## src/rtl/ctrl_pkg.sv

```systemverilog
// ctrl_pkg: shared types for the ctrl_seq instruction sequencer.
//   state_t        - sequencer state encoding (visible on state_o)
//   branch_t       - PC / control-flow behaviour of an opcode
//   strobes_t      - the complete set of datapath strobes, bundled
//   decode_entry_t - per-opcode control word
//   decode()       - opcode -> control word lookup
package ctrl_pkg;

    typedef enum logic [2:0] {
        FETCH_COMM = 3'd0,
        FETCH_REG  = 3'd1,
        FETCH_MEM  = 3'd2,
        EXECUTE    = 3'd3,
        HALT       = 3'd4,
        FAULT      = 3'd5
    } state_t;

    typedef enum logic [2:0] {
        BR_NONE   = 3'd0,
        BR_ALWAYS = 3'd1,
        BR_SF     = 3'd2,   // legacy JS: tests flags[FLAG_SF]
        BR_GF     = 3'd3,   // legacy JG: tests flags[FLAG_GF]
        BR_COND   = 3'd4,   // JCC: tests flags[cond_idx] ^ cond_neg
        BR_HALT   = 3'd5
    } branch_t;

    // Flag masks are carried at a fixed maximum width; ctrl_seq keeps its
    // flag register at this width too, with bits >= NFLAGS tied to zero.
    localparam int MAX_FLAGS       = 16;
    localparam int MAX_FLAG_IDX_W  = 4;
    localparam int FLAG_SF         = 0;
    localparam int FLAG_GF         = 1;

    localparam logic [MAX_FLAGS-1:0] FLAG_MASK_NONE = '0;
    localparam logic [MAX_FLAGS-1:0] FLAG_MASK_SG   = 16'h0003;
    localparam logic [MAX_FLAGS-1:0] FLAG_MASK_ALL  = '1;

    // Opcodes, zero-extended to 32 bits so any OPW up to 31 compares cleanly.
    localparam logic [31:0] OP_LOAD  = 32'h00;
    localparam logic [31:0] OP_STORE = 32'h01;
    localparam logic [31:0] OP_PUSH  = 32'h02;
    localparam logic [31:0] OP_POP   = 32'h03;
    localparam logic [31:0] OP_MOVI  = 32'h04;
    localparam logic [31:0] OP_ADD   = 32'h05;
    localparam logic [31:0] OP_CMP   = 32'h06;
    localparam logic [31:0] OP_JMP   = 32'h0E;
    localparam logic [31:0] OP_JS    = 32'h0F;
    localparam logic [31:0] OP_JG    = 32'h10;
    localparam logic [31:0] OP_JCC   = 32'h13;
    localparam logic [31:0] OP_HALT  = 32'h1F;

    typedef struct packed {
        logic resultSrc;
        logic memWE;
        logic mem1RE;
        logic mem2RE;
        logic mem3RE;
        logic mem4RE;
        logic regWE;
        logic reg1RE;
        logic reg2RE;
        logic reg3RE;
        logic pcEn;
        logic op1RE;
        logic op2RE;
        logic RiRE;
        logic pcSrc;
        logic instrWrite;
        logic push;
        logic pop;
    } strobes_t;

    typedef struct packed {
        logic                 reg1RE;
        logic                 reg2RE;
        logic                 reg3RE;
        logic                 RiRE;
        logic                 op1_src;    // latch operand 1 from the register file
        logic                 op2_src;    // latch operand 2 from the register file
        logic                 mem_rd;     // operand fetch from memory in FETCH_MEM
        logic                 resultSrc;
        logic                 regWE;
        logic                 memWE;
        logic                 push;
        logic                 pop;
        branch_t              branch;
        logic [MAX_FLAGS-1:0] flag_mask;
    } decode_entry_t;

    // Opcodes not listed return an all-zero entry: no strobes, no flag change.
    function automatic decode_entry_t decode(input logic [31:0] opc);
        decode_entry_t e;
        e = '0;
        case (opc)
            OP_LOAD: begin
                e.reg1RE = 1'b1; e.op2_src = 1'b1; e.mem_rd = 1'b1;
                e.resultSrc = 1'b1; e.regWE = 1'b1;
            end
            OP_STORE: begin
                e.reg1RE = 1'b1; e.reg2RE = 1'b1; e.op1_src = 1'b1;
                e.op2_src = 1'b1; e.memWE = 1'b1;
            end
            OP_PUSH: begin
                e.reg1RE = 1'b1; e.op1_src = 1'b1; e.push = 1'b1;
            end
            OP_POP: begin
                e.pop = 1'b1; e.regWE = 1'b1; e.resultSrc = 1'b1;
            end
            OP_MOVI: begin
                e.RiRE = 1'b1; e.regWE = 1'b1;
            end
            OP_ADD: begin
                e.reg1RE = 1'b1; e.reg2RE = 1'b1; e.op1_src = 1'b1;
                e.op2_src = 1'b1; e.regWE = 1'b1; e.flag_mask = FLAG_MASK_SG;
            end
            OP_CMP: begin
                e.reg1RE = 1'b1; e.reg2RE = 1'b1; e.op1_src = 1'b1;
                e.op2_src = 1'b1; e.flag_mask = FLAG_MASK_ALL;
            end
            OP_JMP:  e.branch = BR_ALWAYS;
            OP_JS:   e.branch = BR_SF;
            OP_JG:   e.branch = BR_GF;
            OP_JCC:  e.branch = BR_COND;
            OP_HALT: e.branch = BR_HALT;
            default: ;
        endcase
        return e;
    endfunction

endpackage

```

## src/rtl/ctrl_decode.sv

```systemverilog
// ctrl_decode: combinational opcode -> control word lookup.
//   opcode - current instruction opcode (OPW bits)
//   entry  - decoded control word for that opcode
module ctrl_decode
    import ctrl_pkg::*;
#(
    parameter int OPW = 5
) (
    input  logic [OPW-1:0] opcode,
    output decode_entry_t  entry
);

    logic [31:0] opc_ext;

    always_comb begin
        opc_ext            = '0;
        opc_ext[OPW-1:0]   = opcode;
        entry              = decode(opc_ext);
    end

endmodule

```

## src/rtl/ctrl_seq.sv

```systemverilog
// ctrl_seq: multi-cycle instruction sequencer.
// Ports:
//   clk, rst                 - clock; synchronous active-low reset
//   mem_ready                - memory access completes this cycle
//   opcode                   - current instruction (stable FETCH_REG..next FETCH_COMM)
//   cond_idx, cond_neg       - JCC flag selector and inversion
//   flags_in                 - datapath flag results, sampled on EXECUTE exit
//   resultSrc .. pop         - combinational datapath strobes
//   flags                    - registered flag state
//   state_o, halted, fault   - state visibility
module ctrl_seq
    import ctrl_pkg::*;
#(
    parameter int OPW     = 5,
    parameter int NFLAGS  = 4,    // 2..MAX_FLAGS
    parameter int TIMEOUT = 255   // >= 1
) (
    input  logic                      clk,
    input  logic                      rst,
    input  logic                      mem_ready,
    input  logic [OPW-1:0]            opcode,
    input  logic [$clog2(NFLAGS)-1:0] cond_idx,
    input  logic                      cond_neg,
    input  logic [NFLAGS-1:0]         flags_in,
    output logic                      resultSrc,
    output logic                      memWE,
    output logic                      mem1RE,
    output logic                      mem2RE,
    output logic                      mem3RE,
    output logic                      mem4RE,
    output logic                      regWE,
    output logic                      reg1RE,
    output logic                      reg2RE,
    output logic                      reg3RE,
    output logic                      pcEn,
    output logic                      op1RE,
    output logic                      op2RE,
    output logic                      RiRE,
    output logic                      pcSrc,
    output logic                      instrWrite,
    output logic                      push,
    output logic                      pop,
    output logic [NFLAGS-1:0]         flags,
    output logic [2:0]                state_o,
    output logic                      halted,
    output logic                      fault
);

    localparam int CNT_W = $clog2(TIMEOUT + 1);

    state_t               state, state_next;
    logic [CNT_W-1:0]     wait_cnt;
    logic [MAX_FLAGS-1:0] flag_q;
    logic [MAX_FLAGS-1:0] flags_in_ext;
    decode_entry_t        entry;
    strobes_t             stb;
    logic                 waiting;
    logic                 timed_out;
    logic                 taken;
    logic                 exec_done;

    ctrl_decode #(.OPW(OPW)) u_decode (
        .opcode (opcode),
        .entry  (entry)
    );

    assign timed_out = (wait_cnt == CNT_W'(TIMEOUT));

    always_comb begin
        flags_in_ext             = '0;
        flags_in_ext[NFLAGS-1:0] = flags_in;
    end

    // Branch condition. An out-of-range JCC selector never branches,
    // regardless of cond_neg.
    always_comb begin
        taken = 1'b0;
        case (entry.branch)
            BR_ALWAYS: taken = 1'b1;
            BR_SF:     taken = flag_q[FLAG_SF];
            BR_GF:     taken = flag_q[FLAG_GF];
            BR_COND:   taken = (int'(cond_idx) < NFLAGS) &&
                               (flag_q[MAX_FLAG_IDX_W'(cond_idx)] ^ cond_neg);
            default:   taken = 1'b0;
        endcase
    end

    // NOTE: every signal written here gets a default first so no path
    // through the case statement leaves one unassigned (no latches).
    always_comb begin
        state_next = state;
        stb        = '0;
        waiting    = 1'b0;
        case (state)
            FETCH_COMM: begin
                stb.mem1RE = 1'b1;
                stb.mem2RE = 1'b1;
                stb.mem3RE = 1'b1;
                waiting    = 1'b1;
                if (mem_ready) begin
                    stb.instrWrite = 1'b1;
                    stb.pcEn       = 1'b1;
                    state_next     = FETCH_REG;
                end else if (timed_out) begin
                    state_next = FAULT;
                end
            end
            FETCH_REG: begin
                stb.reg1RE = entry.reg1RE;
                stb.reg2RE = entry.reg2RE;
                stb.reg3RE = entry.reg3RE;
                stb.RiRE   = entry.RiRE;
                stb.op1RE  = entry.op1_src;
                stb.op2RE  = entry.op2_src;
                state_next = FETCH_MEM;
            end
            FETCH_MEM: begin
                if (entry.mem_rd) begin
                    stb.mem4RE = 1'b1;
                    stb.op1RE  = 1'b1;
                    waiting    = 1'b1;
                    if (mem_ready)      state_next = EXECUTE;
                    else if (timed_out) state_next = FAULT;
                end else begin
                    state_next = EXECUTE;
                end
            end
            EXECUTE: begin
                stb.resultSrc = entry.resultSrc;
                stb.regWE     = entry.regWE;
                stb.memWE     = entry.memWE;
                stb.push      = entry.push;
                stb.pop       = entry.pop;
                stb.pcEn      = taken;
                stb.pcSrc     = taken;
                if (entry.branch == BR_HALT) begin
                    state_next = HALT;
                end else if (entry.memWE) begin
                    waiting = 1'b1;
                    if (mem_ready)      state_next = FETCH_COMM;
                    else if (timed_out) state_next = FAULT;
                end else begin
                    state_next = FETCH_COMM;
                end
            end
            HALT:    state_next = HALT;
            FAULT:   state_next = FAULT;
            default: state_next = FAULT;
        endcase
        // Reset is sampled synchronously, but the strobes must be quiet for
        // the whole cycle in which it is held low.
        if (!rst) stb = '0;
    end

    assign exec_done = (state == EXECUTE) && (state_next == FETCH_COMM);

    // NOTE: sequential state uses non-blocking assignments so every
    // register samples the pre-edge values, independent of statement order.
    always_ff @(posedge clk) begin
        if (!rst) begin
            state    <= FETCH_COMM;
            wait_cnt <= '0;
            flag_q   <= '0;
        end else begin
            state <= state_next;
            // Any state change clears the counter, which covers entry into
            // each waiting state; inside a wait it saturates at TIMEOUT.
            if (state_next != state)
                wait_cnt <= '0;
            else if (waiting && !mem_ready && !timed_out)
                wait_cnt <= wait_cnt + 1'b1;
            if (exec_done)
                flag_q <= (flag_q & ~entry.flag_mask) | (flags_in_ext & entry.flag_mask);
        end
    end

    assign resultSrc  = stb.resultSrc;
    assign memWE      = stb.memWE;
    assign mem1RE     = stb.mem1RE;
    assign mem2RE     = stb.mem2RE;
    assign mem3RE     = stb.mem3RE;
    assign mem4RE     = stb.mem4RE;
    assign regWE      = stb.regWE;
    assign reg1RE     = stb.reg1RE;
    assign reg2RE     = stb.reg2RE;
    assign reg3RE     = stb.reg3RE;
    assign pcEn       = stb.pcEn;
    assign op1RE      = stb.op1RE;
    assign op2RE      = stb.op2RE;
    assign RiRE       = stb.RiRE;
    assign pcSrc      = stb.pcSrc;
    assign instrWrite = stb.instrWrite;
    assign push       = stb.push;
    assign pop        = stb.pop;

    assign flags   = flag_q[NFLAGS-1:0];
    assign state_o = state;
    assign halted  = (state == HALT);
    assign fault   = (state == FAULT);

endmodule

```

## config.mk

```make
export PLATFORM = sky130hd
export DESIGN_NAME = ctrl_seq
export DESIGN_NICKNAME = d
export VERILOG_FILES = /design/src/rtl/ctrl_pkg.sv /design/src/rtl/ctrl_decode.sv /design/src/rtl/ctrl_seq.sv
export SDC_FILE = /design/constraint.sdc
export NUM_CORES = 1
export LEC_CHECK = 0
export BUFFER_PORTS_ARGS = -buffer_cell sky130_fd_sc_hd__clkbuf_2
export CAP_MARGIN = 20
export CORE_MARGIN = 5
export CORE_UTILIZATION = 49
export CTS_CLUSTER_SIZE = 8
export DETAILED_ROUTE_END_ITERATION = 10
export HOLD_SLACK_MARGIN = 0.15
export PLACE_DENSITY_LB_ADDON = 0.3
export SYNTH_ARGS = -nofsm -noshare
export SYNTH_HDL_FRONTEND = slang
export SYNTH_SLANG_ARGS = --single-unit
```

## constraint.sdc

```tcl
create_clock -name clk -period 2.15 [get_ports clk]
set_input_delay 0.1075 -clock clk [delete_from_list [all_inputs] [get_ports clk]]
set_output_delay 0.1075 -clock clk [all_outputs]
set_load 0.01 [all_outputs]
```

# After elaboration in Yosys (flattened, before gate mapping)
# Index checks and enable logic that the tools add are counted.
# totals
regBits	27
inputBits	15
word_cells	90
# op_classes
n_addsub	1
order_cmp	1
eq_ne	23
mux	41
bitwise_logic	6
reduce_logical	15
# ops
operator	count
16-bit one-hot mux with 2 select lines	1
3-bit one-hot mux with 5 select lines	2
3-bit two-way mux	9
1-bit two-way mux	20
18-bit two-way mux	1
16-bit bitwise AND	1
4-bit by 16-bit bitwise AND with 16-bit output	1
16-bit inverter	1
16-bit OR	1
5-bit by 3-bit equality test with 1-bit output, second input constant	3
5-bit equality test, second input constant	3
3-bit by 2-bit equality test with 1-bit output, second input constant	4
3-bit equality test, second input constant	4
4-bit OR reduction	3
5-bit by 2-bit equality test with 1-bit output, second input constant	2
5-bit by 4-bit equality test with 1-bit output, second input constant	2
8-bit by 1-bit adder with 8-bit output, second input constant	1
8-bit equality test, second input constant	1
3-bit by 1-bit equality test with 1-bit output, second input constant	2
3-bit zero test	2
2-bit two-way mux	3
5-bit by 1-bit equality test with 1-bit output, second input constant	1
5-bit zero test	1
2-bit by 5-bit less-than comparator with 1-bit output, second input constant	1
12 further kinds	17

# Logic depth before layout (Yosys ltp)
# Gate-level depths: netlist of the first run.
# depth
depth_word	8
mapped_depth	8
ltp_nobuf	6

# Modules after synthesis
# A second synthesis of the first run with hierarchy kept.
# hier_totals
hier_cells	199
hier_area_um2	1522.7
# by_module_without_submodules
mod	n_inst	cells_each	area_each_um2	seq_area_each_um2
ctrl_seq	1	143	1157.4	300.3
ctrl_decode	1	56	365.4	0.0

# Worst setup path before layout of the first run
# OpenSTA, ideal clock, no wires.
# synth_path
path_kind	reg2reg
start	register state[1], in the netlist state_o[1]
end	register wait_cnt[4]
setup_time_ps	66
arrival_time_ps	1753
slack_ps	331
path_stages_with_launch	8
n_path_buf	2
cell_sequence	dfxtp_1 > clkbuf_1 > nand4b_1 > a21oi_2 > o211ai_1 > buf_2 > or3_1 > a21oi_2
# synth_between
elab_chain_cells	7
word_cells_on_any_way	18
# synth_lines
element	line_no	rtl
from (decl)	ctrl_seq.sv:51	state_t state, state_next;
from (signal assigned)	ctrl_seq.sv:165	state <= state_next;
3-bit two-way mux	ctrl_seq.sv:104, ctrl_seq.sv:123, ctrl_seq.sv:141	
3-bit two-way mux	ctrl_seq.sv:140	if (mem_ready) state_next = FETCH_COMM;
3-bit two-way mux	ctrl_seq.sv:138	end else if (entry.memWE) begin
3-bit two-way mux	ctrl_seq.sv:136	if (entry.branch == BR_HALT) begin
3-bit one-hot mux with 5 select lines	ctrl_seq.sv:94	case (state)
3-bit inequality test	ctrl_seq.sv:168	if (state_next != state)
2-bit OR reduction (no source line)	n/a	
to (signal assigned)	ctrl_seq.sv:171	wait_cnt <= wait_cnt + 1'b1;
to (decl)	ctrl_seq.sv:52	logic [CNT_W-1:0] wait_cnt;
# Several ways; a longest one is shown, not always the timed one.
# A chain may end at the register's enable or synchronous reset.

==> results of run 1 <==
worst max-delay path: cells and delay by family, from the launching register on:
family	cells	cell delay [ps]
multiplexers	1	510
flip-flops	1	340
AND/OR/NAND/NOR	1	280
buffers and inverters	2	240
AO/OA/AOI/OAI	1	210
XOR/XNOR	1	160
per-layer routing:
layer,vias up,share of wire [%],track usage (%)
li1,631,-,-
met1,573,38,22.7
met2,59,49,32.2
met3,14,7.8,2.19
met4,0,4.4,10.3
met5,-,0,0
worst paths after layout:
kind	end	slack, ps	from	depth (start not counted)
min reg2reg	wait_cnt[6]	500	wait_cnt[6]	2
min	state_o[1]	240	mem_ready	4
max	pcSrc	40	flop	6
max reg2reg	wait_cnt[7]	250	state_o[0]	5
logic make-up after synthesis:
| family | after synthesis | synth area share (%) |
|---|---|---|
| fa+ha+maj | 1 | 1.09 |
| mux | 6 | 6.35 |
| buf+inv | 17 | 8.10 |
| flops | 15 | 26.3 |
| xor+xnor | 4 | 3.06 |
| simple gates | 75 | 36.1 |
| compound gates | 29 | 18.7 |
| other cells | 1 | 0.328 |
per-stage QoR:
stage	total power, mW	hold WS (ps)	utilization (%)	cells	setup TNS [ps]
after detailed placement	0.459	385	62.3	212	0
final	0.622	241	67.4	222	0
after global routing	0.658	282	67.4	222	-61.8
after floorplan	0.401	225	-	148	0
after global placement	0.453	373	62.3	212	0
after CTS	0.623	234	65.8	221	0
layout make-up:
type,instances,area share (%)
Multi-Input combinational cell,116,51.4
Clock buffer,3,1.51
Timing Repair Buffer,54,22.6
Inverter,5,1.26
Tap cell,28,2.35
Sequential cell,15,20.6
Clock inverter,1,0.336
timing repair:
item / CTS / global route
hold buffers: 5 / 0
endpoints found under the setup margin: 0 / 2
resized for setup: 0 / 10
endpoints found under the hold margin: 6 / 0
setup buffers: 0 / 1
report_power, final:
| part | internal, mW | switching, mW |
|---|---|---|
| Sequential | 0.284 | 0.00824 |
| Clock | 0.0689 | 0.0871 |
| Combinational | 0.0787 | 0.0952 |
| Total | 0.432 | 0.191 |
placed cells by master (no fill, tap or decap), drive strengths merged, types with 2 or more instances in the layout:
master and n:
o21ai 4, nand2 11, a21oi 11, nor2 12, or4 5, o31ai 4
o21a 2, xor2 2, or2 2, dlygate4sd3 5, o311ai 2, buf 10
nor4 4, mux2i 5, inv 5, nand2b 3, and2 2, nor3 10
nand3 7, dfxtp 15, clkbuf 42, or3 7, nor2b 6, xnor2 2
==> impl_results.md, run 1 <==
* Setup violations, final at 0
* Starting DRC count in detailed routing at 75
* CTS buffer count at 3
* Worst-path maximum fanout at 3
* TritonCTS clock tree: yes
* Wire length of the first global-routing pass at 5180 um
* Path type of the worst min-delay path: primary input to flop
* Final antenna-violating net count at 0
* DIE WIDTH at 58.3 um
* Post-Route Skew at 2.16 ps
* Floorplan die area at 0.00340 mm^2
* Most repeated cell in the gate-level netlist after synthesis: dfxtp_1
* Core Region at 0.00221 mm^2
* CP Data Arrival Time at 2010 ps
* Syn avg cell area at 7.73 um^2
* Max rail drop VDD at 0.407 mV
* Clk sinks at 15
* Worst EP required at 2040 ps
* Gr ovfl total at 0
* Cell row count at 17
* Area growth, synth to finish at 30.4%
* Avg WL per Cell at 14.3 um
* Aggregate routed wire length at 3160 um
* Normalized max-slew margin at 57.7%
* Final net count at 211
* FF/Latch Area at 307 um^2
* Post-Synthesis Cells at 148
* Synthesized flop and latch total at 15
* Effective utilization at floorplan at 51.7%
* Slew @ Worst Pin at 632 ps
* Area share of the largest cell type after synthesis at 26.3%
* Insertion delay to the later sink of the worst-skew pair at 270 ps
* Detailed-route via count at 1277
* Primary flip-flop cell chosen by synthesis mapping: dfxtp_1
* I/O Pins at 42
* Async S/R FF share, synth at 0%
* Cell Area, Synth at 0.00114 mm^2
* Slowest CP cell: mux4_2
* Delay of the slowest critical-path stage at 510 ps
* Pins over their slew limit at 0
* Sequential cell area fraction in the yosys report at 26.3%
* Portion of the clock cycle consumed by the worst path in the final layout at 98.4%
* Total global routing track utilization at 18.8%
* Min setup slack post-route at 35.3 ps
* Most used standard cells in the synthesized netlist: 15 x dfxtp_1, 11 x nand2_1, 10 x nor2_1, 10 x nor3_1
* Final HPWL from detailed placement at 2400 um
* Area of combinational cells with multiple inputs at 767 um^2
* Kind of capture point of the worst setup path: primary output
* Max_cap viols at 0
* Final hold violations at 0
* Via count of the first global-routing pass at 1163
* Ratio of routed vias to standard cells at 5.75
* YS warnings at 0
* Areal power density over the cells at 417 mW/mm^2
* Gpl congestion at 0.834
* Count of flip-flops with a built-in enable after synthesis at 0
* Share of layout cells above drive strength 1 at 37.6%
* Clock transition at the register clock pins on the worst setup and hold paths after CTS at 90 ps
* DRC errors left at 0
* Summed area of non-filler cells in the final layout at 0.00149 mm^2
* Startpoint kind of the worst setup timing path: flop
* Category of the most critical setup path: flop to primary output
* Clock tree root driver cell: clkbuf_4
* Initial antenna violation count at 0
* Largest net degree at the start of global routing at 13
* Outcome: completed
* Fill count at 200
* Post-synthesis cell type with the largest combined area: dfxtp_1
* Leading post-synthesis cells by cell area: dfxtp_1 26%, a21oi_2 5.4%, mux2i_1 4.4%
* Number of search-and-repair iterations in the first detailed-routing pass at 4
* Die height at 58.3 um
* Setup Slack @ Placement at 274 ps
* Number of antenna cells inserted at 0
* Fmax achieved at 473 MHz
* Maximum root-to-sink buffer count at 2
* Crit path time final at 2110 ps
* Count of cell types in the netlist at 43
* Cell-by-cell listing of the critical path: mux4_2, xnor2_2, nor4_2, o21a_1, buf_4, clkbuf_2
* Number of levels the H-tree was split into at 1
* Port buffer count at 40
* Placed instance area at 0.00138 mm^2
* Leakage power at 0.588 nW
* Mapped Nets at 164
No activity file was read; power rests on OpenSTA's default activity.
==> run 2, diff against run 1 <==
--- a/config.mk
+++ b/config.mk
@@ -5,14 +5,16 @@
 export SDC_FILE = /design/constraint.sdc
 export NUM_CORES = 1
 export LEC_CHECK = 0
+export ABC_AREA = 1
 export BUFFER_PORTS_ARGS = -buffer_cell sky130_fd_sc_hd__clkbuf_2
 export CAP_MARGIN = 20
 export CORE_MARGIN = 5
-export CORE_UTILIZATION = 49
+export CORE_UTILIZATION = 51
 export CTS_CLUSTER_SIZE = 8
 export DETAILED_ROUTE_END_ITERATION = 10
 export HOLD_SLACK_MARGIN = 0.15
 export PLACE_DENSITY_LB_ADDON = 0.3
+export RECOVER_POWER = 25
 export SYNTH_ARGS = -nofsm -noshare
 export SYNTH_HDL_FRONTEND = slang
 export SYNTH_SLANG_ARGS = --single-unit
==> run 2 against run 1 <==
  * Power is 31% higher
  * Cell count increased by 33%
  * Setup slack improved by 210 ps
  * Fmax grew 11%
  * Synthesized area rose by 16%
  * Via count is 13% higher
  * Global-route usage grew 0.20 points
  * Critical endpoint is now regWE
==> impl_results.md, run 2 <==
* Mapped Nets at 241 (+47%)
* Total global routing track utilization at 19.0% (+0.20 points)
* Count of flip-flops with a built-in enable after synthesis at 0 (unchanged)
* Fill count at 251 (+26%)
* Starting DRC count in detailed routing at 92 (+23%)
* Crit path time final at 1910 ps (-205 ps)
* DIE WIDTH at 61.0 um (+4.6%)
* Mux contribution to synthesized area at 0% (-6.3 points)
* Source of the worst hold timing path: flags_in[3]
* Detailed-route via count at 1446 (+13%)
* Largest net degree at the start of global routing at 14 (+1)
* Number of antenna cells inserted at 0 (unchanged)
* Area of combinational cells with multiple inputs at 811 um^2 (+5.7%)
* Switching power at 0.343 mW (+80%)
* Gpl congestion at 0.891 (+6.8%)
* Number of search-and-repair iterations in the first detailed-routing pass at 4 (unchanged)
* Delay of the slowest critical-path stage at 490 ps (-20 ps)
* Via count of the first global-routing pass at 1314 (+13%)
* I/O Pins at 42 (unchanged)
* Maximum root-to-sink buffer count at 2 (unchanged)
* Placed instance area at 0.00153 mm^2 (+11%)
* Final net count at 283 (+34%)
* Unrepaired setup endpoints after global routing: false
* Final antenna-violating net count at 0 (unchanged)
* Cell-by-cell listing of the critical path: nand2_1, nor2_2, inv_1, nor2_1, inv_1, a21oi_1, a31o_2, clkbuf_2
* Slowest CP cell: dfxtp_1
* Fraction of power consumed by sequential logic at 38.6% (-8.4 points)
* Most used standard cells in the synthesized netlist: 57 x nand2_1, 46 x inv_1, 40 x nor2_1
* Critical R2R Launch: wait_cnt[0]
* Worst EP required at 2040 ps (about the same)
* Die height at 61.0 um (+4.6%)
* Floorplan die area at 0.00372 mm^2 (+9.3%)
* Pins over their slew limit at 0 (unchanged)
* Worst path most repeated cell: inv_1
* Clock tree root driver cell: clkbuf_4
* Avg WL per Cell at 10.3 um (-28%)
* Part of the power in combinational logic at 41.4% (+14 points)
* Post-Synthesis Cells at 225 (+52%)
* Ratio of routed vias to standard cells at 4.89 (-15%)
* CTS buffer count at 3 (unchanged)
* Summed area of non-filler cells in the final layout at 0.00156 mm^2 (+4.7%)
* Count of cell types in the netlist at 30 (-30%)
* Leading post-synthesis cells by cell area: dfxtp_1 23%, nand2_1 16%, inv_1 13%
* Cell Area, Synth at 0.00133 mm^2 (+16%)
* FF/Latch Area at 300 um^2 (-2.0%)
* Post-Synth Adder-Cell Area at 0.944% (-0.15 points)
* Main combinational cell family by area after synthesis: simple AND/OR/NAND/NOR gates
* Launch point of the worst path: state_o[0]
* CTS-repair resized insts at 0 (unchanged)
* Fraction of the mapped netlist area in compound gates at 6.04% (-13 points)
* Most repeated cell in the gate-level netlist after synthesis: nand2_1
* Fmax achieved at 524 MHz (+11%)
* Aggregate routed wire length at 3050 um (-3.7%)
* Cell class contributing the biggest share of worst-path delay: flip-flops
* Core Region at 0.00248 mm^2 (+12%)
* Startpoint kind of the worst setup timing path: flop
* Post-Route Skew at 3.29 ps (+1.13 ps)
* Gr ovfl total at 0 (unchanged)
* Commonest non-fill, non-tap cell in the layout: nand2_1
* Portion of total power attributed to the clock network at 20.0% (-5.1 points)
* Areal power density over the cells at 521 mW/mm^2 (+25%)
* TritonCTS clock tree: yes
* Net switching fraction of the power at 42.2% (+12 points)
* WP buf/inv at 3 (+1)
* Insertion delay to the later sink of the worst-skew pair at 290 ps (+20 ps)
* Sequential cell area fraction in the yosys report at 22.7% (-3.6 points)
* Buffers inserted by post-CTS timing repair at 0 (unchanged)
* Area growth, synth to finish at 17.8%
* Simple-gate portion of the synthesized area at 49.3% (+13 points)
* Accumulated negative setup slack at 0 ps (unchanged)
* Leakage power at 0.770 nW (+31%)
* Most frequent cells in the layout: 57 x nand2_1, 47 x inv_1, 40 x nor2_1
* Cell-internal power at 0.470 mW (+8.9%)
* Effective utilization at floorplan at 53.5% (+1.8 points)
* Area share of the largest cell type after synthesis at 22.7% (-3.6 points)
* Post-synthesis cell type with the largest combined area: dfxtp_1
* Final hold violations at 0 (unchanged)
* Share of layout cells above drive strength 1 at 19.5% (-18 points)
* Port buffer count at 40 (unchanged)
* Max rail drop VDD at 0.366 mV (-10%)
* Clock transition at the register clock pins on the worst setup and hold paths after CTS at 90 ps (about the same)
* Outcome: completed
* Path type of the worst min-delay path: primary input to flop
* # hold bufs at CTS at 2 (-3)
* Syn avg cell area at 5.89 um^2 (-24%)
* Primary flip-flop cell chosen by synthesis mapping: dfxtp_1
* Async S/R FF share, synth at 0% (unchanged)
* DRC errors left at 0 (unchanged)
* Count of placed standard cells including taps at 290 (+37%)
* Number of levels the H-tree was split into at 1 (unchanged)
* Initial antenna violation count at 0 (unchanged)
* Setup violations, final at 0 (unchanged)
* Cell row count at 18 (+1)
* Kind of capture point of the worst setup path: primary output
* Xor/xnor cell area share of the yosys netlist at 4.63% (+1.6 points)
* Synthesized flop and latch total at 15 (unchanged)
* Max_cap viols at 0 (unchanged)
* CP Data Arrival Time at 1800 ps (-210 ps)
* YS warnings at 0 (unchanged)
* Category of the most critical setup path: flop to primary output
* Portion of the clock cycle consumed by the worst path in the final layout at 88.8% (-9.5 points)
* Clk sinks at 15 (unchanged)
* Post-route insts no fill at 296 (+33%)
* Final HPWL from detailed placement at 2550 um (+6.3%)
* Worst-path maximum fanout at 8 (+5)
* Wire length of the first global-routing pass at 5430 um (+4.9%)
run 2: layout make-up:
type	instances	area share [%]
Tap cell	30	2.40
Sequential cell	15	19.2
Inverter	47	11.3
Clock buffer	3	1.44
Multi-Input combinational cell	158	51.9
Clock inverter	1	0.321
Timing Repair Buffer	42	13.4
run 2: path summary, 6_finish.rpt:
| kind | end | slack [ps] | cells after the start |
|---|---|---|---|
| max | regWE | 240 | 8 |
| min | flop | 150 | 5 |
| min reg2reg | flop | 540 | 4 |
| max reg2reg | wait_cnt[6] | 450 | 11 |
run 2: power by group through the flow:
| stage | clock network (mW) | logic (mW) | registers, mW |
|---|---|---|---|
| after CTS | 0.168 | 0.342 | 0.314 |
| after global routing | 0.177 | 0.382 | 0.317 |
| final | 0.163 | 0.336 | 0.314 |
| after floorplan | 0 | 0.264 | 0.322 |
| after global placement | 0 | 0.336 | 0.320 |
| after detailed placement | 0 | 0.338 | 0.321 |
run 2: metrics by stage:
step / setup WS (ps) / power (mW) / util, % / hold WS [ps]
6_report: 241 / 0.813 / 63.0 / 150
5_1_grt: 7.84 / 0.875 / 63.0 / 177
4_1_cts: 237 / 0.824 / 63.5 / 152
3_5_place_dp: 459 / 0.658 / 61.6 / 441
3_3_place_gp: 478 / 0.657 / 61.6 / 446
2_1_floorplan: 611 / 0.585 / - / 269
run 2: logic make-up (layout without fill, tap and decap cells):
group	count (synthesis)	after routing
other	1	1
flip-flops	15	15
adder cells (fa/ha/maj)	1	1
XOR/XNOR	7	7
AO/OA/AOI/OAI	12	12
buffers and inverters	52	93
AND/OR/NAND/NOR	137	137
run 2: per-layer routing:
layer	up-vias	track usage, %	share of wire [%]
met1	613	26.2	46
met4	0	6.81	1.2
met2	51	29.8	46
li1	777	-	-
met5	-	0	0
met3	5	3.19	6.8
run 2: worst register-to-register path, stage by stage, from the launching register on:
cell	delay [ps]
dfxtp_1	380
ha_1	200
inv_1	70
nor2_2	160
nand2_2	110
nand3_1	90
nand2_1	80
nand3_2	120
nand2_1	70
nand2_1	110
nand4_4	140
nor2_1	120
